`src/rtl/seq_arith_pkg.sv`:
```
// Shared definitions for the sequential arithmetic family (dividers, multipliers):
// the common three-state control FSM encoding and the default operand width.
package seq_arith_pkg;

  localparam int unsigned SEQ_DEFAULT_WIDTH = 8;

  typedef enum logic [1:0] {
    IDLE = 2'd0,
    BUSY = 2'd1,
    DONE = 2'd2
  } seq_state_e;

endpackage : seq_arith_pkg

```
`src/rtl/seq_divider_div_step.sv`:
```
// One restoring-division step: shift {rem, quo} left by one, trial-subtract the
// divisor from the widened partial remainder, keep or restore, and shift the
// resulting quotient bit into the LSB.
module div_step
  import seq_arith_pkg::*;
#(
  parameter int unsigned WIDTH = SEQ_DEFAULT_WIDTH
) (
  input  logic [WIDTH-1:0] rem_i,
  input  logic [WIDTH-1:0] quo_i,
  input  logic [WIDTH-1:0] divisor_i,
  output logic [WIDTH-1:0] rem_o,
  output logic [WIDTH-1:0] quo_o
);

  logic [WIDTH:0] rem_sh;
  logic [WIDTH:0] trial;
  logic           ge;

  // Trial subtraction on WIDTH+1 bits; a kept trial always fits back in WIDTH
  // bits because the incoming partial remainder is below the divisor.
  always_comb begin
    rem_sh = {rem_i, quo_i[WIDTH-1]};
    trial  = rem_sh - {1'b0, divisor_i};
    ge     = (rem_sh >= {1'b0, divisor_i});
    rem_o  = WIDTH'(ge ? trial : rem_sh);
    quo_o  = {quo_i[WIDTH-2:0], ge};
  end

endmodule : div_step

```
`src/rtl/seq_divider.sv`:
```
// Sequential unsigned restoring divider, one quotient bit per clock.
// Optional feature macro: SEQ_DIVIDER_DIVZERO_EN -- when defined, a zero divisor
// short-circuits to DONE after a single BUSY cycle and raises div_zero.
module seq_divider
  import seq_arith_pkg::*;
#(
  parameter int unsigned WIDTH = SEQ_DEFAULT_WIDTH
) (
  input  logic             clk,
  input  logic             reset_n,
  input  logic             start,
  input  logic [WIDTH-1:0] dividend,
  input  logic [WIDTH-1:0] divisor,
  output logic             busy,
  output logic             done,
  output logic [WIDTH-1:0] quotient,
  output logic [WIDTH-1:0] remainder,
  output logic             div_zero
);

  localparam int unsigned CW = $clog2(WIDTH) + 1;
  localparam logic [CW-1:0] LAST_STEP = CW'(WIDTH - 1);

`ifdef SEQ_DIVIDER_DIVZERO_EN
  localparam logic DZ_EN = 1'b1;
`else
  localparam logic DZ_EN = 1'b0;
`endif

  seq_state_e       state_q, state_d;
  logic [CW-1:0]    cnt_q, cnt_d;
  logic [WIDTH-1:0] rem_q, rem_d;
  logic [WIDTH-1:0] quo_q, quo_d;
  logic [WIDTH-1:0] dsr_q, dsr_d;
  logic [WIDTH-1:0] quotient_q, quotient_d;
  logic [WIDTH-1:0] remainder_q, remainder_d;
  logic             dz_q, dz_d;

  logic [WIDTH-1:0] step_rem;
  logic [WIDTH-1:0] step_quo;
  logic             dz_exit;

  div_step #(.WIDTH(WIDTH)) u_step (
    .rem_i     (rem_q),
    .quo_i     (quo_q),
    .divisor_i (dsr_q),
    .rem_o     (step_rem),
    .quo_o     (step_quo)
  );

  // State, working registers and held results; reset aborts any division.
  always_ff @(posedge clk or negedge reset_n) begin
    if (!reset_n) begin
      state_q     <= IDLE;
      cnt_q       <= '0;
      rem_q       <= '0;
      quo_q       <= '0;
      dsr_q       <= '0;
      quotient_q  <= '0;
      remainder_q <= '0;
      dz_q        <= 1'b0;
    end else begin
      state_q     <= state_d;
      cnt_q       <= cnt_d;
      rem_q       <= rem_d;
      quo_q       <= quo_d;
      dsr_q       <= dsr_d;
      quotient_q  <= quotient_d;
      remainder_q <= remainder_d;
      dz_q        <= dz_d;
    end
  end

  // Next-state logic: accept in IDLE/DONE, iterate in BUSY, publish results on exit.
  always_comb begin
    state_d     = state_q;
    cnt_d       = cnt_q;
    rem_d       = rem_q;
    quo_d       = quo_q;
    dsr_d       = dsr_q;
    quotient_d  = quotient_q;
    remainder_d = remainder_q;
    dz_d        = dz_q;
    dz_exit     = DZ_EN && (dsr_q == '0);

    case (state_q)
      IDLE, DONE: begin
        state_d = IDLE;
        if (start) begin
          state_d = BUSY;
          quo_d   = dividend;
          dsr_d   = divisor;
          rem_d   = '0;
          cnt_d   = '0;
        end
      end
      BUSY: begin
        rem_d = step_rem;
        quo_d = step_quo;
        cnt_d = cnt_q + 1'b1;
        // Zero-divisor shortcut: quo_q still holds the untouched dividend here.
        if (dz_exit) begin
          state_d     = DONE;
          quotient_d  = '1;
          remainder_d = quo_q;
          dz_d        = 1'b1;
        end else if (cnt_q == LAST_STEP) begin
          state_d     = DONE;
          quotient_d  = step_quo;
          remainder_d = step_rem;
          dz_d        = 1'b0;
        end
      end
      default: state_d = IDLE;
    endcase
  end

  assign busy      = (state_q == BUSY);
  assign done      = (state_q == DONE);
  assign quotient  = quotient_q;
  assign remainder = remainder_q;
  assign div_zero  = dz_q;

endmodule : seq_divider

```
`config.mk`:
```
export PLATFORM = sky130hd
export DESIGN_NAME = seq_divider
export DESIGN_NICKNAME = d
export VERILOG_FILES = /design/src/rtl/seq_arith_pkg.sv /design/src/rtl/seq_divider_div_step.sv /design/src/rtl/seq_divider.sv
export SDC_FILE = /design/constraint.sdc
export NUM_CORES = 1
export LEC_CHECK = 0
export ABC_AREA = 1
export ABC_CLOCK_PERIOD_IN_PS = 2050
export BUFFER_PORTS_ARGS = -buffer_cell sky130_fd_sc_hd__clkbuf_2
export CAP_MARGIN = 10
export CORE_UTILIZATION = 30
export CTS_BUF_LIST = sky130_fd_sc_hd__clkbuf_8
export CTS_CLUSTER_SIZE = 10
export DETAILED_ROUTE_END_ITERATION = 6
export GPL_TIMING_DRIVEN = 0
export PLACE_DENSITY_LB_ADDON = 0.12
export SLEW_MARGIN = 25
export SYNTH_ARGS = -nofsm -noshare
export SYNTH_HDL_FRONTEND = slang
export SYNTH_SLANG_ARGS = --single-unit
export TNS_END_PERCENT = 5
```
`constraint.sdc`:
```
create_clock -name clk -period 2.05 [get_ports clk]
set_clock_uncertainty 0.1 [all_clocks]
set_input_delay 0.41 -clock clk [delete_from_list [all_inputs] [get_ports clk]]
set_output_delay 0.41 -clock clk [all_outputs]
set_load 0.02 [all_outputs]
```
==> flow_summary_export.csv <==
group,metric,value,unit
synth,yosys.area.top_type,"dfrtp_1",
route,drc_errors,0,
synth,ys_warn_count,0,
timing,finalMaxSlewViolations,0,
setup_path,worstSetupStartpointType,"register",
final_layout,nFillCells,844,
synth,synth_compound_area_share,7.461,%
synth,synth_top_area_share,46.07,%
timing,max_freq,522.0,MHz
hold_path,hold_path.class,"primary input to asynchronous set/reset pin",
setup_path,reg2reg_to,"remainder[1]",
final_layout,num_antenna_cells,0,
synth,synth-edff-count,0,
place,place_congestion,0.7764,
setup_path,r2r_slack,0.13,ns
synth,synth_xor_area_share,1.402,%
setup_path,path_max_fanout,10,
route,drtIter0Drc,77,
synth,synth.most_common_cell,"nand2_1",
floorplan,io_pins,38,
route,totalWireLength,5.350,mm
setup_path,slowest_delay,0.43,ns
outcome,outcome,"complete, no violations",
floorplan,start_util,31.68,%
setup_path,cp.arrival,2.01,ns
setup_path,cp_top_family,"simple AND/OR/NAND/NOR gates",
synth,synthSimpleGateAreaFrac,30.20,%
clocking,cts_max_path_buffers,2,
timing,worst_slack,0.1344,ns
power,power_leakage,1.536,nW
global_routing,grt_pass1_wl,9.066,mm
setup_path,r2r-start,"rem_q[2]",
timing,max-slew-margin-rel,56.92,%
place,pre_cts_slack,0.09887,ns
synth,synthArstFlopShare,100.0,%
final_layout,post-route-util,37.23,%
synth,synth-main-ff-cell,"dfrtp_1",
synth,synth.distinct_cells,35,
setup_path,cp-startpoint,"rem_q[2]",
final_layout,layout.cells.non_filler,440,
clocking,clk_pin_slew_worst_paths,0.09,ns
place,io_buffers,35,
global_routing,grt_max_degree,47,
timing,min_period,1.916,ns
place,dpl.cell_count,431,
floorplan,die_h,93.26,µm
final_layout,ff_latch_area,1151,µm²
synth,synth_top_family_by_area,"simple AND/OR/NAND/NOR gates",
setup_path,slowest_stage,"dfrtp_1",
final_layout,syn2layout_area_growth,17.53,%
run,drv_cap,0,
synth,synthTopCellsByArea,"dfrtp_1, nand2_1, nand3_1",
timing,setup_viol,0,
setup_path,path_depth,11,
floorplan,die-area,8697,µm²
clocking,insertion_delay,0.30,ns
route,wl_per_cell,12.16,µm
setup_path,rr_worst_depth,11,
final_layout,multiInputGateArea,1150,µm²
timing,hold_viol_final,0,
final_layout,drive_above_1_share,26.04,%
setup_path,path_buf_inv,2,
clocking,cts_tree,"yes",
synth,muxShareOfSynthArea,0.4507,%
clocking,cts_root_buffer,"clkbuf_8",
synth,avgSynthCellArea,8.499,µm²
synth,synthAdderAreaFrac,5.308,%
power,ir_drop,0.4158,mV
synth,syn-cell-area,2499,µm²
global_routing,antenna_found_initial,0,
setup_path,critical_path_class,"register to register",
clocking,htree_levels,2,
timing,final.setup.tns,0,ns
synth,syn-num-nets,323,
timing,worst_pin_slew,0.6462,ns
clocking,postCtsHoldBufs,0,
timing,rsz0062_at_grt,"no",
setup_path,path_cells,"ha_2 -> nand2_2 -> nor2_4 -> inv_2 -> nor2_4 -> nor2_4 -> buf_12 -> nand2_8 -> nand2_1 -> nand3_1 -> nand2_1",
synth,synth_common_cells,"nand2_1, dfrtp_1, inv_1, nand3_1, nor2_1",
place,dpl.hpwl,3.975,mm
final_layout,fin_nets,366,
clocking,cts.sink_count,46,
route,routed_via_density,4.400,
setup_path,critical_path.endpoint_type,"register",
clocking,cts_buffers,5,
power,powerDensity,1835,nW/µm²
global_routing,track_usage,13.49,%
timing,period_share,93.44,%
route,vias,1936,
floorplan,placementRows,32,
synth,ys_ff_latch,46,
setup_path,path_common_cell,"nor2_4",
synth,synth-seq-area-share,46.07,%
route,drtPass1Iterations,4,
global_routing,gr-total-overflow,0,
global_routing,grt_pass1_vias,1825,
synth,syn_inst,294,
floorplan,coreArea,7888,µm²
setup_path,endpoint,"remainder[1]",
setup_path,crit_required,2.14,ns
route,antenna_left,0,
floorplan,die_x,93.26,µm
[placed cells by master (no fill, tap or decap), types with 7 or more instances in the layout]
cell / instances
nand2_1: 85
dfrtp_1: 46
clkbuf_2: 34
inv_1: 31
nand3_1: 28
nor2_1: 15
nand2_2: 13
a21oi_1: 13
clkbuf_8: 7
[area by class of cell]
type                    count  area share, %
clock inverters             3         0.5965
well taps                 102          4.346
flip-flops and latches     46          39.20
inverters                  36          4.602
repair buffers             36          6.732
plain buffers              10          3.025
multi-input cells         202          39.16
clock buffers               5          2.343
[worst register-to-register path, stage by stage, from the launching register on]
cell	delay, ns
dfrtp_1	0.43
ha_2	0.41
nand2_2	0.09
nor2_4	0.11
inv_2	0.05
nor2_4	0.11
nor2_4	0.05
buf_12	0.14
nand2_8	0.10
nand2_1	0.07
nand3_1	0.09
nand2_1	0.05
[cells by family after synthesis]
family	Yosys count
AOI/OAI and AO/OA	31
buffers and inverters	46
xor gates and xnor gates	4
DFF	46
other	1
muxes	1
and+or+nand+nor	155
adders and majority gates	10
[through the flow]
step | power (mW) | hold WS, ns | area [µm²]
floorplan | 4.026 | 0.01441 | 2499
global placement | 4.734 | 0.3610 | 2801
detailed placement | 4.774 | 0.3638 | 2804
CTS | 5.347 | 0.07718 | 2890
global route | 5.937 | 0.08900 | 2937
finish | 5.389 | 0.05479 | 2937
[flip-flops by register name, indices dropped and copies added (netlist names)]
name	cells
cnt_q	4
remainder	8
quo_q	8
rem_q	8
dsr_q	8
state_q	2
quotient	8
[routing by layer]
metal | up-vias | track usage (%) | wire length, µm
met5 | - | 0 | 0
met2 | 29 | 19.49 | 2318
li1 | 1023 | - | -
met3 | 2 | 2.439 | 140
met4 | 0 | 4.231 | 42
met1 | 882 | 20.22 | 2849
[worst min path at each step]
stage / from / endpoint / slack (ns) / cells after the start
floorplan: reset_n / cnt_q[0] / 0.01 / 0
detailed placement: quotient[1] / quotient[1] / 0.36 / 2
global route: reset_n / dsr_q[1] / 0.09 / 1
finish: reset_n / dsr_q[1] / 0.05 / 1
CTS: reset_n / dsr_q[1] / 0.08 / 1
global placement: quotient[1] / quotient[1] / 0.36 / 2
[where the power goes]
part | total [mW] | switching (mW) | internal [mW]
sequential | 1.60 | 0.256 | 1.35
clock | 0.553 | 0.317 | 0.236
combinational | 3.23 | 1.98 | 1.25
total | 5.39 | 2.56 | 2.83
[timing repair]
item / CTS / global route
resized for setup: 0 / 4
setup buffers: 0 / 1
setup endpoints to repair: 0 / 14
No activity file was read; power rests on OpenSTA's default activity.
